File: src/rtl/arc4_pkg.sv
// Shared types and helpers for the ARC4 encrypt datapath.
//   state_t      : top-level phase (IDLE, INIT, KSA, LEN, PRGA, DONE)
//   ksa_step_t   : per-iteration sub-steps of the key schedule
//   enc_step_t   : sub-steps of LEN and PRGA in the encryptor
//   keybyte()    : big-endian key byte select, byte n = key[KEY_W-1-8*(n%3) -: 8]
package arc4_pkg;
  localparam int unsigned KEY_W     = 24;
  localparam int unsigned KEY_BYTES = 3;
  localparam int unsigned MEM_DEPTH = 256;

  typedef enum logic [2:0] {IDLE, INIT, KSA, LEN, PRGA, DONE} state_t;

  typedef enum logic [2:0] {K_RDI, K_WAITI, K_GETI, K_WAITJ, K_GETJ, K_WRI} ksa_step_t;

  typedef enum logic [3:0] {
    L_GET, L_HOLD,
    P_RDI, P_WAITI, P_GETI, P_WAITJ, P_GETJ, P_WRI, P_RDP, P_WAITP, P_OUT, P_TAIL
  } enc_step_t;

  function automatic logic [7:0] keybyte(input logic [KEY_W-1:0] key, input logic [7:0] idx);
    logic [7:0] n;
    n = idx % 8'(KEY_BYTES);
    case (n)
      8'd0:    return key[KEY_W-1 -: 8];
      8'd1:    return key[KEY_W-9 -: 8];
      default: return key[KEY_W-17 -: 8];
    endcase
  endfunction
endpackage

File: src/rtl/arc4_if.sv
// Handshake and memory-port bundle of the ARC4 encryptor.
//   en/rdy/key          : start handshake and key
//   pt_addr/pt_rddata   : plaintext read port (1-cycle read latency)
//   ct_addr/ct_wrdata/ct_wren : ciphertext write port
//   s_addr/s_rddata/s_wrdata/s_wren : S memory port (1-cycle read latency)
// slave = the encryptor, master = the surrounding system / memories.
interface arc4_if;
  import arc4_pkg::*;
  logic             en, rdy;
  logic [KEY_W-1:0] key;
  logic [7:0]       pt_addr, pt_rddata;
  logic [7:0]       ct_addr, ct_wrdata;
  logic             ct_wren;
  logic [7:0]       s_addr, s_rddata, s_wrdata;
  logic             s_wren;

  modport master (
    output en, key, pt_rddata, s_rddata,
    input  rdy, pt_addr, ct_addr, ct_wrdata, ct_wren, s_addr, s_wrdata, s_wren
  );
  modport slave (
    input  en, key, pt_rddata, s_rddata,
    output rdy, pt_addr, ct_addr, ct_wrdata, ct_wren, s_addr, s_wrdata, s_wren
  );
endinterface

File: src/rtl/arc4_ksa.sv
// ARC4 S-box initialisation (s[i]=i) followed by the key schedule, over a
// single-port S memory with 1-cycle read latency.
//   clk, rst_n : clock, synchronous active-low reset
//   en, rdy    : start pulse (taken while rdy=1), idle flag
//   key        : captured when en is accepted
//   phase      : current phase (IDLE/INIT/KSA/DONE) for the sequencing top
//   s_*        : S memory port, registered outputs
module arc4_ksa
  import arc4_pkg::*;
(
  input  logic             clk,
  input  logic             rst_n,
  input  logic             en,
  input  logic [KEY_W-1:0] key,
  output logic             rdy,
  output state_t           phase,
  output logic [7:0]       s_addr,
  input  logic [7:0]       s_rddata,
  output logic [7:0]       s_wrdata,
  output logic             s_wren
);
  localparam logic [7:0] LAST = 8'(MEM_DEPTH - 1);

  state_t           state, state_n;
  ksa_step_t        step, step_n;
  logic [KEY_W-1:0] key_q, key_n;
  logic [7:0]       i, i_n, j, j_n, si, si_n, sj, sj_n, addr_q, addr_n, wdata_q, wdata_n, jsum;
  logic             wren_q, wren_n;

  assign rdy      = (state == IDLE);
  assign phase    = state;
  assign s_addr   = addr_q;
  assign s_wrdata = wdata_q;
  assign s_wren   = wren_q;

  always_ff @(posedge clk) begin
    if (!rst_n) begin
      state <= IDLE;  step <= K_RDI;  key_q <= '0;
      i <= '0;  j <= '0;  si <= '0;  sj <= '0;
      addr_q <= '0;  wdata_q <= '0;  wren_q <= 1'b0;
    end else begin
      state <= state_n;  step <= step_n;  key_q <= key_n;
      i <= i_n;  j <= j_n;  si <= si_n;  sj <= sj_n;
      addr_q <= addr_n;  wdata_q <= wdata_n;  wren_q <= wren_n;
    end
  end

  // Each swap reads s[i] then s[j] before writing either, so i==j simply
  // writes the same value back twice and never sees stale data.
  always_comb begin
    state_n = state;  step_n = step;  key_n = key_q;
    i_n = i;  j_n = j;  si_n = si;  sj_n = sj;
    addr_n = addr_q;  wdata_n = wdata_q;  wren_n = 1'b0;
    jsum = j + s_rddata + keybyte(key_q, i);
    case (state)
      IDLE: if (en) begin
        state_n = INIT;  step_n = K_RDI;  key_n = key;  i_n = '0;  j_n = '0;
      end
      INIT: begin
        addr_n = i;  wdata_n = i;  wren_n = 1'b1;  i_n = i + 8'd1;
        if (i == LAST) state_n = KSA;
      end
      KSA: case (step)
        K_RDI:   begin addr_n = i;  step_n = K_WAITI; end
        K_WAITI: step_n = K_GETI;
        K_GETI:  begin si_n = s_rddata;  j_n = jsum;  addr_n = jsum;  step_n = K_WAITJ; end
        K_WAITJ: step_n = K_GETJ;
        K_GETJ:  begin sj_n = s_rddata;  addr_n = j;  wdata_n = si;  wren_n = 1'b1;  step_n = K_WRI; end
        K_WRI: begin
          addr_n = i;  wdata_n = sj;  wren_n = 1'b1;  i_n = i + 8'd1;  step_n = K_RDI;
          if (i == LAST) state_n = DONE;
        end
        default: step_n = K_RDI;
      endcase
      DONE:    state_n = IDLE;
      default: state_n = IDLE;
    endcase
  end
endmodule

File: src/rtl/arc4_encrypt.sv
// ARC4 encryptor: reads length-prefixed plaintext (pt[0]=L, pt[1..L]), runs
// INIT+KSA through arc4_ksa, then writes ct[0]=L and ct[k]=pt[k]^pad for k=1..L.
//   clk, rst_n : clock, synchronous active-low reset
//   bus        : arc4_if.slave (en/rdy/key handshake, pt, ct and S memory ports)
module arc4_encrypt
  import arc4_pkg::*;
(
  input  logic  clk,
  input  logic  rst_n,
  arc4_if.slave bus
);
  state_t    state, state_n, ksa_phase;
  enc_step_t step, step_n;
  logic [7:0] i, i_n, j, j_n, k, k_n, len, len_n, si, si_n, sj, sj_n, ptb, ptb_n, jsum;
  logic [7:0] pt_addr_q, pt_addr_n, ct_addr_q, ct_addr_n, ct_wdata_q, ct_wdata_n;
  logic [7:0] s_addr_q, s_addr_n, s_wdata_q, s_wdata_n, ksa_s_addr, ksa_s_wdata;
  logic       ct_wren_q, ct_wren_n, s_wren_q, s_wren_n, ksa_s_wren, ksa_rdy, start, ksa_sel;

  assign start   = (state == IDLE) && bus.en && ksa_rdy;
  assign ksa_sel = (state == INIT) || (state == KSA);

  arc4_ksa u_ksa (
    .clk      (clk),
    .rst_n    (rst_n),
    .en       (start),
    .key      (bus.key),
    .rdy      (ksa_rdy),
    .phase    (ksa_phase),
    .s_addr   (ksa_s_addr),
    .s_rddata (bus.s_rddata),
    .s_wrdata (ksa_s_wdata),
    .s_wren   (ksa_s_wren)
  );

  assign bus.rdy       = (state == IDLE);
  assign bus.pt_addr   = pt_addr_q;
  assign bus.ct_addr   = ct_addr_q;
  assign bus.ct_wrdata = ct_wdata_q;
  assign bus.ct_wren   = ct_wren_q;
  assign bus.s_addr    = ksa_sel ? ksa_s_addr  : s_addr_q;
  assign bus.s_wrdata  = ksa_sel ? ksa_s_wdata : s_wdata_q;
  assign bus.s_wren    = ksa_sel ? ksa_s_wren  : s_wren_q;

  always_ff @(posedge clk) begin
    if (!rst_n) begin
      state <= IDLE;  step <= L_GET;
      i <= '0;  j <= '0;  k <= '0;  len <= '0;  si <= '0;  sj <= '0;  ptb <= '0;
      pt_addr_q <= '0;  ct_addr_q <= '0;  ct_wdata_q <= '0;  ct_wren_q <= 1'b0;
      s_addr_q <= '0;  s_wdata_q <= '0;  s_wren_q <= 1'b0;
    end else begin
      state <= state_n;  step <= step_n;
      i <= i_n;  j <= j_n;  k <= k_n;  len <= len_n;  si <= si_n;  sj <= sj_n;  ptb <= ptb_n;
      pt_addr_q <= pt_addr_n;  ct_addr_q <= ct_addr_n;  ct_wdata_q <= ct_wdata_n;  ct_wren_q <= ct_wren_n;
      s_addr_q <= s_addr_n;  s_wdata_q <= s_wdata_n;  s_wren_q <= s_wren_n;
    end
  end

  // Outputs are registered, so a write issued in one step is on the bus during
  // the next; L_HOLD and P_TAIL keep that cycle inside LEN/PRGA. pt_addr is
  // parked at 0 on acceptance so L is already on pt_rddata when LEN begins.
  always_comb begin
    state_n = state;  step_n = step;
    i_n = i;  j_n = j;  k_n = k;  len_n = len;  si_n = si;  sj_n = sj;  ptb_n = ptb;
    pt_addr_n = pt_addr_q;  ct_addr_n = ct_addr_q;  ct_wdata_n = ct_wdata_q;  ct_wren_n = 1'b0;
    s_addr_n = s_addr_q;  s_wdata_n = s_wdata_q;  s_wren_n = 1'b0;
    jsum = j + bus.s_rddata;
    case (state)
      IDLE: if (start) begin state_n = INIT;  pt_addr_n = '0; end
      INIT: if (ksa_phase == KSA) state_n = KSA;
      KSA:  if (ksa_phase == DONE) begin state_n = LEN;  step_n = L_GET; end
      LEN: case (step)
        L_GET: begin
          len_n = bus.pt_rddata;  ct_addr_n = '0;  ct_wdata_n = bus.pt_rddata;  ct_wren_n = 1'b1;
          i_n = '0;  j_n = '0;  k_n = 8'd1;  step_n = L_HOLD;
        end
        default: begin
          if (len == 8'd0) state_n = DONE;
          else begin state_n = PRGA;  step_n = P_RDI; end
        end
      endcase
      PRGA: case (step)
        P_RDI:   begin i_n = i + 8'd1;  s_addr_n = i + 8'd1;  pt_addr_n = k;  step_n = P_WAITI; end
        P_WAITI: step_n = P_GETI;
        P_GETI:  begin si_n = bus.s_rddata;  ptb_n = bus.pt_rddata;  j_n = jsum;  s_addr_n = jsum;  step_n = P_WAITJ; end
        P_WAITJ: step_n = P_GETJ;
        P_GETJ:  begin sj_n = bus.s_rddata;  s_addr_n = j;  s_wdata_n = si;  s_wren_n = 1'b1;  step_n = P_WRI; end
        P_WRI:   begin s_addr_n = i;  s_wdata_n = sj;  s_wren_n = 1'b1;  step_n = P_RDP; end
        P_RDP:   begin s_addr_n = si + sj;  step_n = P_WAITP; end
        P_WAITP: step_n = P_OUT;
        P_OUT: begin
          ct_addr_n = k;  ct_wdata_n = ptb ^ bus.s_rddata;  ct_wren_n = 1'b1;
          // Stop on k==len before incrementing so L=255 never wraps k to 0.
          if (k == len) step_n = P_TAIL;
          else begin k_n = k + 8'd1;  step_n = P_RDI; end
        end
        default: state_n = DONE;
      endcase
      DONE:    state_n = IDLE;
      default: state_n = IDLE;
    endcase
  end
endmodule
File: src/flat_wrapper.sv
// flat-port wrapper written by rule: the top's interface ports become plain ports
module arc4_encrypt_flat import arc4_pkg::*;
  (clk, rst_n, bus_en, bus_key, bus_pt_rddata, bus_s_rddata, bus_rdy, bus_pt_addr, bus_ct_addr, bus_ct_wrdata, bus_ct_wren, bus_s_addr, bus_s_wrdata, bus_s_wren);
  arc4_if bus_i ();
  input  logic clk;
  input  logic rst_n;
  input wire logic [$bits(bus_i.en)-1:0] bus_en;
  input wire logic [$bits(bus_i.key)-1:0] bus_key;
  input wire logic [$bits(bus_i.pt_rddata)-1:0] bus_pt_rddata;
  input wire logic [$bits(bus_i.s_rddata)-1:0] bus_s_rddata;
  output wire logic [$bits(bus_i.rdy)-1:0] bus_rdy;
  output wire logic [$bits(bus_i.pt_addr)-1:0] bus_pt_addr;
  output wire logic [$bits(bus_i.ct_addr)-1:0] bus_ct_addr;
  output wire logic [$bits(bus_i.ct_wrdata)-1:0] bus_ct_wrdata;
  output wire logic [$bits(bus_i.ct_wren)-1:0] bus_ct_wren;
  output wire logic [$bits(bus_i.s_addr)-1:0] bus_s_addr;
  output wire logic [$bits(bus_i.s_wrdata)-1:0] bus_s_wrdata;
  output wire logic [$bits(bus_i.s_wren)-1:0] bus_s_wren;
  assign bus_i.en = bus_en;
  assign bus_i.key = bus_key;
  assign bus_i.pt_rddata = bus_pt_rddata;
  assign bus_i.s_rddata = bus_s_rddata;
  assign bus_rdy = bus_i.rdy;
  assign bus_pt_addr = bus_i.pt_addr;
  assign bus_ct_addr = bus_i.ct_addr;
  assign bus_ct_wrdata = bus_i.ct_wrdata;
  assign bus_ct_wren = bus_i.ct_wren;
  assign bus_s_addr = bus_i.s_addr;
  assign bus_s_wrdata = bus_i.s_wrdata;
  assign bus_s_wren = bus_i.s_wren;
  arc4_encrypt u_core (.clk(clk), .rst_n(rst_n), .bus(bus_i));
endmodule
File: config.mk
export PLATFORM = sky130hd
export DESIGN_NAME = arc4_encrypt_flat
export DESIGN_NICKNAME = d
export VERILOG_FILES = /design/src/rtl/arc4_pkg.sv /design/src/rtl/arc4_if.sv /design/src/rtl/arc4_ksa.sv /design/src/rtl/arc4_encrypt.sv /design/src/flat_wrapper.sv
export SDC_FILE = /design/constraint.sdc
export NUM_CORES = 1
export LEC_CHECK = 0
export ABC_AREA = 1
export BUFFER_PORTS_ARGS = -buffer_cell sky130_fd_sc_hd__buf_2
export CAP_MARGIN = 15
export CORE_ASPECT_RATIO = 0.9
export CORE_MARGIN = 2
export CORE_UTILIZATION = 30
export CTS_CLUSTER_DIAMETER = 200
export CTS_CLUSTER_SIZE = 14
export DETAILED_ROUTE_END_ITERATION = 10
export MAX_ROUTING_LAYER = met4
export SYNTH_ARGS = -nofsm -noshare
export SYNTH_HDL_FRONTEND = slang
export SYNTH_HIERARCHICAL = 1
export SYNTH_SLANG_ARGS = --single-unit
File: constraint.sdc
create_clock -name clk -period 10.15 [get_ports clk]
set_input_delay 2.03 -clock clk [delete_from_list [all_inputs] [get_ports clk]]
set_output_delay 2.03 -clock clk [all_outputs]
set_load 0.01 [all_outputs]
==> reports/summary.md, run 1 <==
VDD sags by at most 112 µV. In this run the remaining antenna-violating nets after routing total 0. In the routed design, unresolved DRC markers number 0. The tools report the number of H-tree branching levels as 4. Shortest clock period the worst path allows after layout: 5.75 ns. The tools report the type of element capturing the critical path as a flip-flop. The static leakage is 4.99 nW. Summing internal, switching and leakage power gives 2.54 mW.

The startpoint type of the worst setup path is a flip-flop. The critical path in this run is classified as flip-flop to flip-flop. For this design, the slowest cell found on the critical path is dfxtp_1. Between clock sinks in the finished design, the worst skew comes to 0.0143 ns.

For the last weighted congestion value of the routability-driven placer, the log shows 0.881. The cell area after synthesis came out at 10000 µm². Max-cap violations in this run came to 0. Of the synthesized area, sequential elements account for 36.7%. The vertical die dimension works out to 178 µm. The flow ran to the end, and the final reports show no timing, DRC or antenna violations. TritonCTS built the clock tree. The initialized floorplan defines 63 standard-cell rows.

The flip-flop and latch count after synthesis is 184. The headroom to the max-slew limit was 32.0%; the count of hold-fix buffers inserted at cts was 0. The power density over the cells came out at 222 nW/µm².

Setup violations remaining at the end of the flow were counted as 0. The half-perimeter wire length after detailed placement was 22.0 mm; the mean instance size in the synthesized netlist was 6.90 µm². Setup repair after global routing left no endpoint under its margin.

For this run, the top clock speed supported by timing is 174 MHz. The pin count of the biggest net entering global routing is 107. After the first detailed-routing iteration, the DRC count stood at 892. Using the TritonRoute via totals, the vias-per-cell ratio works out to 5.01.

Among the stages of the critical path, the cell type that occurs most often is nand2_1. The antenna diode instance count is 0. Net count after synthesis: 1536.

The final number of hold-violating endpoints is 0. During synthesis, Yosys emitted a total of 6 warnings. Summing all placed instances gives a cell area of 10800 µm². Data on the critical path arrives at its endpoint at 6.06 ns. At the worst endpoint, the required time is 10.45 ns.

For this run, the slowest stage of the critical path takes 0.51 ns. The buffer depth of the longest clock path was 2. Pin placement for this block handled 86 I/O pins. In this run the tool buffered the top-level ports with 85 buffer cells. For this run, the post-layout net count is 1594. After layout, the worst path uses 56.7% of the clock period. The global-route wire length before repair came out at 48.0 mm.

In this run the post-CTS setup repair buffer count came out at 0. The floorplan step defined a die boundary enclosing 35000 µm². Die width: 197 µm. The number of clock buffers added by TritonCTS is 17.

Once the floorplan was initialized, standard cells occupied 30.5% of the core. The area growth from synthesis to final layout came out at 13.9%. The count of pins over their slew limit was 0. The clock transition at the registers of the reported paths is 0.08 ns, and the gate count of the mapped netlist is 1456. Counting distinct cell types in the post-synthesis netlist gives 57. The largest fanout on the critical path came out at 8. The region available for standard cell placement spans 32900 µm².

After routing the design area is 11400 µm². At the pin with the least slew margin, the transition time is 1.02 ns. Fraction of final layout cells with drive strength greater than 1: 12.4%. Hold timing on the final database bottoms out at a slack of 0.463 ns. Counting every sink on the clock net gives 184. The routed layout has 9771 vias. Clock tree synthesis selected as its root buffer the cell clkbuf_16. The tools report the via count of the first global-routing pass as 9006.

Timing analysis after detailed placement gives a worst setup slack of 4.50 ns. In the global route stage, overall resource usage came out at 17.8%. The aggregate routed wire length is 30.0 mm, and the count of placed standard cells in the final layout, fillers left out is 1949. At the later pin of the worst-skew pair, clock insertion delay measures 0.44 ns.

The first TritonRoute pass finished after 5 iterations. Cells fill 34.7% of the core in the end. The logs give 1917 for the post-placement cell count and 4.40 ns for the setup slack of the critical path after layout. The tools report the number of antenna violations at the first check in global routing as 0. The average detailed-routed wire length per instance was 15.4 µm; the total negative slack was 0 ns. The run gives 0 as the final global-route overflow total. The count of cells resized by post-cts repair is 0. In this run the worst hold path is classified as flip-flop to flip-flop.
-- critical path: cells and delay by family, from the launching register on --
family                     cells  cell delay (ns)
AOI/OAI and AO/OA              7             1.23
xor gates and xnor gates       1             0.18
adders and majority gates      5             1.48
buffers and inverters          4             0.37
DFF                            1             0.51
and+or+nand+nor               17             1.87
-- cell families after synthesis --
group	synth area share [%]
compound gates	19.4
buf+inv	8.65
xor+xnor	2.61
fa+ha+maj	5.35
simple gates	27.3
flops	36.7
-- worst paths after layout --
kind              cells past startpoint  slack (ns)                      to                    from
hold reg to reg                       2        0.46  u_core/u_ksa/key_q[19]  u_core/u_ksa/key_q[19]
hold / removal                        2        0.46  u_core/u_ksa/key_q[19]  u_core/u_ksa/key_q[19]
setup / recovery                     34        4.40       u_core/u_ksa/j[7]       u_core/u_ksa/i[6]
setup reg to reg                     34        4.40       u_core/u_ksa/j[7]       u_core/u_ksa/i[6]
-- routing by layer --
layer  GRT usage [%]  part of all wire [%]  wire (µm)
met4            4.98                   1.7        514
met3            2.58                   5.9       1760
met1            25.5                    50      15100
met5               -                     0          0
met2            25.9                    42      12700
-- Yosys cell counts (all sizes together) --
| master | n | area share [%] |
|---|---|---|
| a211oi | 4 | 0.40 |
| a21o | 1 | 0.075 |
| a21oi | 137 | 7.0 |
| a221oi | 1 | 0.087 |
| a22oi | 2 | 0.15 |
| a31oi | 19 | 1.2 |
| a32oi | 1 | 0.087 |
| a41oi | 3 | 0.26 |
| and2 | 1 | 0.062 |
| buf | 24 | 1.4 |
| clkbuf | 27 | 1.0 |
| clkinv | 5 | 0.25 |
| dfxtp | 184 | 37 |
| fa | 10 | 2.0 |
| ha | 27 | 3.4 |
| inv | 160 | 6.0 |
| nand2 | 325 | 13 |
| nand3 | 69 | 3.8 |
| nand3b | 4 | 0.30 |
| nand4 | 22 | 1.6 |
| nor2 | 197 | 8.0 |
| nor3 | 13 | 0.65 |
| nor3b | 1 | 0.075 |
| nor4 | 1 | 0.062 |
| o2111ai | 2 | 0.17 |
| o211ai | 3 | 0.27 |
| o21a | 1 | 0.075 |
| o21ai | 165 | 8.4 |
| o21bai | 1 | 0.075 |
| o221ai | 7 | 0.61 |
| o22ai | 6 | 0.37 |
| o31ai | 2 | 0.15 |
| or2 | 1 | 0.062 |
| xnor2 | 6 | 0.52 |
| xor2 | 24 | 2.1 |
-- sequential cells by signal (all words and copies together), names as in the netlist, 3 cells and up --
register	flops
u_core/u_ksa/key_q	24
u_core/bus.ct_addr	8
u_core/bus.ct_wrdata	8
u_core/bus.pt_addr	8
u_core/i	8
u_core/j	8
u_core/k	8
u_core/len	8
u_core/ptb	8
u_core/s_addr_q	8
u_core/s_wdata_q	8
u_core/si	8
u_core/sj	8
u_core/u_ksa/i	8
u_core/u_ksa/j	8
u_core/u_ksa/s_addr	8
u_core/u_ksa/s_wrdata	8
u_core/u_ksa/si	8
u_core/u_ksa/sj	8
u_core/step	4
u_core/state	3
u_core/u_ksa/phase	3
u_core/u_ksa/step	3
-- layout make-up --
cell class,count,area [µm²]
clock buffer,17,425
inverter,165,626
fill,3551,21500
tap,422,528
multi-input combinational,1056,5500
sequential,184,3680
clock inverter,15,226
timing repair buffer,90,465
-- power by group --
group,switching (mW),internal (mW)
Sequential,0.0828,0.834
Combinational,0.626,0.267
Clock,0.341,0.386
Total,1.05,1.49
-- layout by cell type, fill, tap and decap left out, drive strengths merged --
| cell type | count |
|---|---|
| buf | 90 |
| nand3b | 4 |
| o21bai | 1 |
| nor3 | 13 |
| dfxtp | 184 |
| o22ai | 6 |
| a22oi | 2 |
| nand2 | 325 |
| a41oi | 3 |
| clkbuf | 17 |
| o21a | 1 |
| a21o | 1 |
| o221ai | 7 |
| inv | 167 |
| xnor2 | 6 |
| a21oi | 137 |
| o31ai | 2 |
| xor2 | 24 |
| nand3 | 69 |
| a221oi | 1 |
| o2111ai | 2 |
| a211oi | 4 |
| or2 | 1 |
| and2 | 1 |
| clkinv | 11 |
| o211ai | 3 |
| nor3b | 1 |
| nor2 | 197 |
| fa | 10 |
| a32oi | 1 |
| o21ai | 165 |
| bufinv | 2 |
| ha | 27 |
| nand4 | 22 |
| nor4 | 1 |
| a31oi | 19 |
No activity file was read; power rests on OpenSTA's default activity.
==> run 2: changes to the inputs <==
--- a/config.mk
+++ b/config.mk
@@ -5,7 +5,7 @@
 export SDC_FILE = /design/constraint.sdc
 export NUM_CORES = 1
 export LEC_CHECK = 0
-export ABC_AREA = 1
+export ABC_AREA = 0
 export BUFFER_PORTS_ARGS = -buffer_cell sky130_fd_sc_hd__buf_2
 export CAP_MARGIN = 15
 export CORE_ASPECT_RATIO = 0.9
==> constraint.sdc (replaced) <==
create_clock -name clk -period 5.27 [get_ports clk]
set_input_delay 1.054 -clock clk [delete_from_list [all_inputs] [get_ports clk]]
set_output_delay 1.054 -clock clk [all_outputs]
set_load 0.01 [all_outputs]
==> run 2 against run 1 <==
Compared with the run above: clock power rose by 75%; worst hold slack got worse by 0.012 ns; global-route usage is 0.40 points lower; utilization rose by 1.6 points; the flow now finishes with violations (setup timing); largest power group unchanged; non-clock buffer count is 61 higher; critical path type unchanged; highest routed layer unchanged; critical endpoint is now u_core/u_ksa/s_addr[7]; die area rose by 0.94%.
==> reports/summary.md, run 2 <==
The met2 track utilization from global routing is 26.6% (+0.72 points). STA classifies the critical path startpoint as a flip-flop. The half-perimeter wire length after detailed placement came out at 20.8 mm (-5.8%). The critical path data arrival time is 6.30 ns (+0.24 ns).

The logs give 3434 (-3.3%) for the number of fill cells and 12 (+12) for the number of failing setup endpoints in the final timing report. Counting flops per register, the top entry is u_core/u_ksa/key_q. The final net count was 1442 (-9.5%). The checks that failed: setup timing. The via density per instance works out to 5.20 (+3.7%).

CTS placed an instance of clkbuf_16 at the clock tree root. The run finished, with violations left. The count of pins over their slew limit was 0 (unchanged). The final clock period utilization by the worst path was 113% (+56 points). The clock transition at the registers of the reported paths was 0.08 ns (about the same); the area share of fa/ha/maj cells after synthesis was 5.30% (-0.051 points). In the synthesized netlist the dominant register cell turns out to be dfxtp_1.

The largest total area in the synthesized netlist belongs to dfxtp_1. The cell area after synthesis was 10100 µm² (+0.96%); the count of buffers from port buffering was 85 (unchanged). Counting stages on the worst path, the most repeated cell is ha_4. The fraction of post-synthesis cell area in the top cell type by area works out to 36.3% (-0.35 points). The run gives 6 (unchanged) as the count of yosys warnings during synthesis. By instance count, the leading cell after synthesis is nand2_1.

The die footprint is 35300 µm² (+0.94%), and the buffer depth of the longest clock path is 2 (unchanged). The number of H-tree branching levels came out at 4 (unchanged). Startpoint-to-endpoint class of the critical path: flip-flop to flip-flop. Power density over the cells: 324 nW/µm² (+46%). met2 is the most crowded layer.

The worst path required time is 5.61 ns (-4.84 ns), and the antenna diode instance count is 0 (unchanged). The area of all placed cells without fillers came out at 12000 µm² (+5.2%). The simple logic cell fraction of the synthesized area works out to 22.6% (-4.7 points). The multiplexer fraction of the synthesized cell area is 4.34% (+4.3 points), and the fraction of registers with async set or reset after synthesis is 0% (unchanged). The placeable core region came out at 33100 µm² (+0.48%). The number of enable flip-flop cells after synthesis was 0 (unchanged).

Area fraction in compound gates after synthesis: 21.5% (+2.1 points). The worst hold path class is flip-flop to flip-flop. The shortest clock period the worst path allows after layout was 5.96 ns (+0.205 ns). Biggest cell delay along the critical path: 0.56 ns (+0.05 ns).

The static leakage is 4.55 nW (-8.7%), and the last weighted congestion value of the routability-driven placer is 0.872 (-1.1%). The logs give 29.6 mm (-1.5%) for the aggregate routed wire length and 82 (+44%) for the number of distinct standard cells referenced by the synthesized netlist. The net count after synthesis is 1363 (-11%). Post-detailed-route DRC marker count: 0 (unchanged).

After synthesis, the largest family of logic cells by area is simple AND/OR/NAND/NOR gates. The tightest hold margin was 0.451 ns (-0.0116 ns). The run gives 0 (unchanged) as the final number of hold-violating endpoints. The placed standard-cell area came out at 11300 µm² (+4.4%). The final global-route overflow total was 0 (unchanged).

The area share of xor/xnor cells in the synthesized design is 5.19% (+2.6 points), and the transition time at the pin with the least slew margin is 1.08 ns (+0.0562 ns). The headroom to the max-slew limit is 28.2% (-3.8 points), and the highest attainable clock frequency is 168 MHz (-3.4%). Leading cell type in the layout, fill and taps excluded: nand2_1.

The max capacitance violation total was 0 (unchanged). The worst-case vdd ir drop was 199 µV (+78%). TritonCTS built the clock tree. Yosys attributes the largest share of cell area to dfxtp_1, nand2_1, a21oi_1, nor2_1, xnor2_1. The via count of the first global-routing pass was 8853 (-1.7%); the die width was 198 µm (+0.47%).

The clock latency on the worst-skew pair is 0.44 ns (about the same), and the boundary pin count is 86 (unchanged). The global router's overall resource usage is 17.4% (-0.40 points), and the met1 capacity usage during global routing is 23.8% (-1.7 points). The starting density of the core is 30.6% (+0.15 points), and the setup slack of the critical path after layout is -0.688 ns (-5.08 ns).

The worst setup path is captured at a flip-flop. By count the netlist is led by nand2_1, dfxtp_1, a21oi_1. The logs give 63 (unchanged) for the number of placement rows and 7 (+2) for the detailed-router iteration count before antenna repair. The average detailed-routed wire length per instance was 16.5 µm (+6.8%).

The area growth from synthesis to final layout is 18.7%, and the global-route wire length before repair is 47.2 mm (-1.6%). In the layout the commonest cells are nand2_1, dfxtp_1, a21oi_1, nor2_1, buf_2. The vertical die dimension was 178 µm (+0.47%). The logs give 17 (unchanged) for the number of buffers added by the clock tree synthesis step and 36.4% (+1.6 points) for the utilization of the core after routing. Mean instance size in the synthesized netlist: 7.91 µm² (+15%). The setup skew after layout is 0.0110 ns (-0.00329 ns), and the sequential cell area fraction in the yosys report is 36.3% (-0.35 points). The largest individual stage delay along the critical path comes from the cell fa_1. The number of antenna violations at the first check in global routing was 0 (unchanged); the flip-flop and latch count after synthesis was 184 (unchanged). Setup repair after global routing could not meet its margin everywhere. The gate count of the mapped netlist is 1283 (-12%). The pin count of the biggest net entering global routing came out at 73 (-32%).

Flip-flop count of the largest register, all copies and words added: 24 (unchanged). The antenna violation net count after detailed routing came out at 0 (unchanged). The number of sinks handled by clock tree synthesis was 184 (unchanged); the fraction of final layout cells with drive strength greater than 1 was 18.5% (+6.0 points). For the total via count after detailed routing, the log shows 9342 (-4.4%). The largest fanout on the critical path works out to 14 (+6).

The tools report the met3 usage in global routing as 2.87% (+0.29 points). The tools report the DRC violation total after the first TritonRoute iteration as 752 (-16%).
-- run 2: logic make-up (layout without fill, tap and decap cells) --
family,Yosys count,in the layout
AOI/OAI and AO/OA,348,348
xor gates and xnor gates,57,57
adders and majority gates,37,37
muxes,42,42
buffers and inverters,119,211
DFF,184,184
and+or+nand+nor,496,496
-- run 2: area by class of cell --
| type | instances | area (µm²) | share of cell area (%) |
|---|---|---|---|
| clock inverter | 14 | 130 | 1.08 |
| inverter | 28 | 110 | 0.914 |
| timing repair buffer | 151 | 945 | 7.85 |
| tap | 422 | 528 | 4.38 |
| multi-input combinational | 980 | 6200 | 51.5 |
| clock buffer | 18 | 439 | 3.65 |
| sequential | 184 | 3690 | 30.6 |
-- run 2: power by group --
| part | total (mW) | internal, mW | switching, mW |
|---|---|---|---|
| clock | 1.27 | 0.639 | 0.627 |
| combinational | 1.04 | 0.418 | 0.621 |
| sequential | 1.59 | 1.49 | 0.108 |
-- run 2: path summary, 6_finish.rpt --
path | from | endpoint | slack, ns | depth (start not counted)
setup / recovery | u_core/u_ksa/i[3] | u_core/u_ksa/s_addr[7] | -0.69 | 33
hold / removal | u_core/bus.pt_addr[7] | u_core/bus.pt_addr[7] | 0.45 | 2
setup reg to reg | u_core/u_ksa/i[3] | u_core/u_ksa/s_addr[7] | -0.69 | 33
hold reg to reg | u_core/bus.pt_addr[7] | u_core/bus.pt_addr[7] | 0.45 | 2
-- run 2: stage by stage --
stage	cells	TNS (ns)	setup slack, ns	total power [mW]
detailed placement	1757	-6.33	-0.814	2.62
global placement	1757	-4.96	-0.688	2.60
global route	1797	-8.90	-1.10	4.11
CTS	1794	-4.62	-0.699	3.91
finish	1797	-4.53	-0.688	3.90
floorplan	1283	-3.86	-0.761	2.29
-- run 2: routing by layer --
metal | routed length [µm] | part of all wire, % | up-vias
met2 | 13300 | 45 | 197
li1 | - | - | 4680
met1 | 14600 | 50 | 4432
met3 | 1320 | 4.5 | 33
met5 | 0 | 0 | -
met4 | 338 | 1.1 | 0
-- run 2: timing repair --
item / CTS / global route
pin swaps: 11 / 10
endpoints found under the hold margin: 0 / 0
setup buffers: 43 / 1
endpoints found under the setup margin: 12 / 13
gates resized for setup: 17 / 14
hold buffers: 0 / 0
-- run 2: worst max-delay path, delay by kind of cell (launching register included) --
kind            cells  cell delay (ns)
xor+xnor            2             0.35
flops               1             0.34
buf+inv             6             0.43
fa+ha+maj           5             1.45
compound gates     12             1.86
simple gates        8             1.39
==> run 3: changes to the inputs <==
--- a/config.mk
+++ b/config.mk
@@ -8,6 +8,8 @@
 export ABC_AREA = 0
 export BUFFER_PORTS_ARGS = -buffer_cell sky130_fd_sc_hd__buf_2
 export CAP_MARGIN = 15
+export CELL_PAD_IN_SITES_DETAIL_PLACEMENT = 1
+export CELL_PAD_IN_SITES_GLOBAL_PLACEMENT = 2
 export CORE_ASPECT_RATIO = 0.9
 export CORE_MARGIN = 2
 export CORE_UTILIZATION = 30
@@ -15,6 +17,7 @@
 export CTS_CLUSTER_SIZE = 14
 export DETAILED_ROUTE_END_ITERATION = 10
 export MAX_ROUTING_LAYER = met4
+export PLACE_DENSITY_LB_ADDON = 0.1
 export SYNTH_ARGS = -nofsm -noshare
 export SYNTH_HDL_FRONTEND = slang
 export SYNTH_HIERARCHICAL = 1
==> run 3 against run 2 <==
Compared with the run above: the run still ends with setup timing left; clock-buffer cell count decreased by 1; global-route usage increased by 4.1 points; sequential cell count is the same; final cell count grew 0.45%; sequential power hardly changed; largest power group unchanged.
==> reports/summary.md, run 3 (synthesized netlist as in run 2, its figures left out) <==
Worst reg2reg path endpoint: u_core/u_ksa/s_addr[7]. The total via count after detailed routing was 9620 (+3.0%). Ranked by flip-flop count, first place goes to u_core/u_ksa/key_q. Count of placed standard cells in the final layout, fillers left out: 1805 (+0.45%). The critical path's slowest cell was fa_1. The flip-flop count of the largest register, all copies and words added was 24 (unchanged).

The run gives 0 (unchanged) as the count of hold-fix buffers inserted at cts. The path class of the tightest hold or removal check is flip-flop to flip-flop. The placed standard-cell area was 11300 µm² (+0.10%); the die footprint was 35300 µm² (unchanged). The run gives 0.453 ns (+0.00143 ns) as the tightest hold margin.

The logs give 2 (unchanged) for the buffer depth of the longest clock path and 21.5% (+4.1 points) for the global router's overall resource usage. Overall power: 4.19 mW (+7.5%). The worst setup path is launched from a flip-flop. The tools report the startpoint of the worst hold path as u_core/s_wdata_q[7]. The number of antenna violations at the first check in global routing came out at 0 (unchanged).

Global-route wire length before repair: 56.8 mm (+20%). The run gives 0 (unchanged) as the final number of hold-violating endpoints. The pin count of the biggest net entering global routing was 52 (-29%). The run gives 37.1% (+0.73 points) as the utilization of the core after routing. The die width was 198 µm (unchanged). End point of the worst hold path: u_core/s_wdata_q[7]. The last weighted congestion value of the routability-driven placer came out at 0.846 (-3.0%). In this design, the largest share of critical-path delay is due to compound AO/OA/AOI/OAI gates. The count of buffering cells on the critical path with inverters included came out at 6 (unchanged). The count of pins over their slew limit is 0 (unchanged), and the final net count is 1450 (+0.55%). In the layout the commonest cells are nand2_1, dfxtp_1, a21oi_1, nor2_1, buf_2.

Worst reg2reg path startpoint: u_core/u_ksa/i[3]. Placeable core region: 33100 µm² (unchanged). Fraction of final layout cells with drive strength greater than 1: 20.4% (+1.9 points).

The run gives 184 (unchanged) as the number of sinks handled by clock tree synthesis. The tools report the worst path required time as 5.60 ns (about the same). The static leakage was 4.67 nW (+2.5%); the average detailed-routed wire length per instance was 19.9 µm (+21%).

The shortest clock period the worst path allows after layout came out at 5.92 ns (-0.0419 ns). In this run the clock root is driven by a clkbuf_16. The number of fill cells is 3952 (+15%), and the setup slack of the critical path after layout is -0.646 ns (+0.0419 ns).

The path depth of the worst reg2reg path was 32 (-3.0%); the transition time at the pin with the least slew margin was 1.07 ns (-0.00234 ns). The number of placement rows is 63 (unchanged). The boundary pin count was 86 (unchanged).

The worst-case vdd ir drop was 231 µV (+16%). The checks that failed: setup timing. Setup repair after global routing could not meet its margin everywhere.

The worst slack at placement was -0.944 ns (-0.130 ns). The biggest cell delay along the critical path works out to 0.56 ns (about the same). The area of all placed cells without fillers came out at 12300 µm² (+2.0%). The run gives 35.9 mm (+21%) as the aggregate routed wire length. The instance count along the most critical hold path came out at 2 (unchanged). The highest attainable clock frequency is 169 MHz (+0.71%), and the final clock period utilization by the worst path is 112% (-0.80 points).

The post-detailed-route DRC marker count was 0 (unchanged); the total negative slack was -4.42 ns (+0.118 ns). The run finished, with violations left. The final global-route overflow total was 0 (unchanged); the number of buffers added by the clock tree synthesis step was 17 (unchanged). For the number of H-tree branching levels, the log shows 4 (unchanged). The half-perimeter wire length after detailed placement is 25.8 mm (+24%). The run gives 0 (unchanged) as the max capacitance violation total.

The startpoint-to-endpoint class of the critical path is flip-flop to flip-flop. TritonCTS built the clock tree. The type of element capturing the critical path is a flip-flop.

Setup skew after layout: 0.0116 ns (+0.000579 ns). The post-placement cell count is 1758 (+0.057%). The area growth from synthesis to layout is 21.1%.

The DRC violation total after the first TritonRoute iteration came out at 637 (-15%). The detailed-router iteration count before antenna repair was 9 (+2). The antenna diode instance count was 0 (unchanged).

Largest fanout on the critical path: 9 (-5). The clock latency on the worst-skew pair is 0.44 ns (about the same), and the count of buffers from port buffering is 85 (unchanged). Via density per instance: 5.33 (+2.5%).

The starting density of the core was 30.6% (unchanged); the clock transition at the registers of the reported paths was 0.07 ns (about the same). The number of failing setup endpoints in the final timing report is 12 (unchanged), and the critical path data arrival time is 6.25 ns (-0.05 ns). The via count of the first global-routing pass is 9616 (+8.6%), and the power density over the cells is 341 nW/µm² (+5.4%).

Leaving out fill and tap cells, the most frequent cell in the layout is nand2_1. The headroom to the max-slew limit is 28.4% (+0.18 points), and the antenna violation net count after detailed routing is 0 (unchanged). The reg-to-reg setup timing slack was -0.65 ns (+0.04 ns); the vertical die dimension was 178 µm (unchanged).
## run 3: changes by cell type in the layout (fill, tap and decap cells not counted), sizes merged
cell,previous run,this run
buf,150,157
bufinv,0,4
clkinv,5,6
clkinvlp,1,0
inv,36,33
## run 3: layout make-up
type | count | area, µm² | area share, %
clock buffers | 17 | 425 | 3.46
clock inverters | 15 | 215 | 1.75
inverters | 28 | 110 | 0.896
multi-input cells | 980 | 6290 | 51.2
flip-flops and latches | 184 | 3690 | 30.1
well taps | 422 | 528 | 4.30
repair buffers | 159 | 1020 | 8.29
## run 3: worst register-to-register path, delay by kind of cell (launching register included)
family / cells / cell delay [ns]
buffers and inverters: 6 / 0.42
AOI/OAI and AO/OA: 12 / 2.02
and+or+nand+nor: 7 / 1.17
adders and majority gates: 5 / 1.49
DFF: 1 / 0.36
xor gates and xnor gates: 2 / 0.35
## run 3: worst max-delay path by stage
stage                              to  depth (start not counted)               from
6_report       u_core/u_ksa/s_addr[7]                         32  u_core/u_ksa/i[3]
5_1_grt        u_core/u_ksa/s_addr[7]                         32  u_core/u_ksa/i[3]
3_5_place_dp   u_core/u_ksa/s_addr[7]                         32  u_core/u_ksa/i[2]
3_3_place_gp   u_core/u_ksa/s_addr[7]                         32  u_core/u_ksa/i[2]
4_1_cts        u_core/u_ksa/s_addr[7]                         32  u_core/u_ksa/i[4]
2_1_floorplan  u_core/u_ksa/s_addr[7]                         36  u_core/u_ksa/i[4]
## run 3: layer usage
layer	global-route usage (%)	part of all wire (%)
met1	33.2	55
met2	29.9	41
met3	2.53	3.0
met4	3.48	0.59
met5	-	0
## run 3: timing repair
action / CTS / global route
buffers inserted: 13 / 0
setup endpoints to repair: 14 / 14
gates resized for setup: 39 / 13
pin swaps: 35 / 18
## run 3: power by group
group	internal, mW	switching (mW)
clock network	0.808	0.623
registers	1.48	0.102
logic	0.467	0.707
total	2.76	1.43
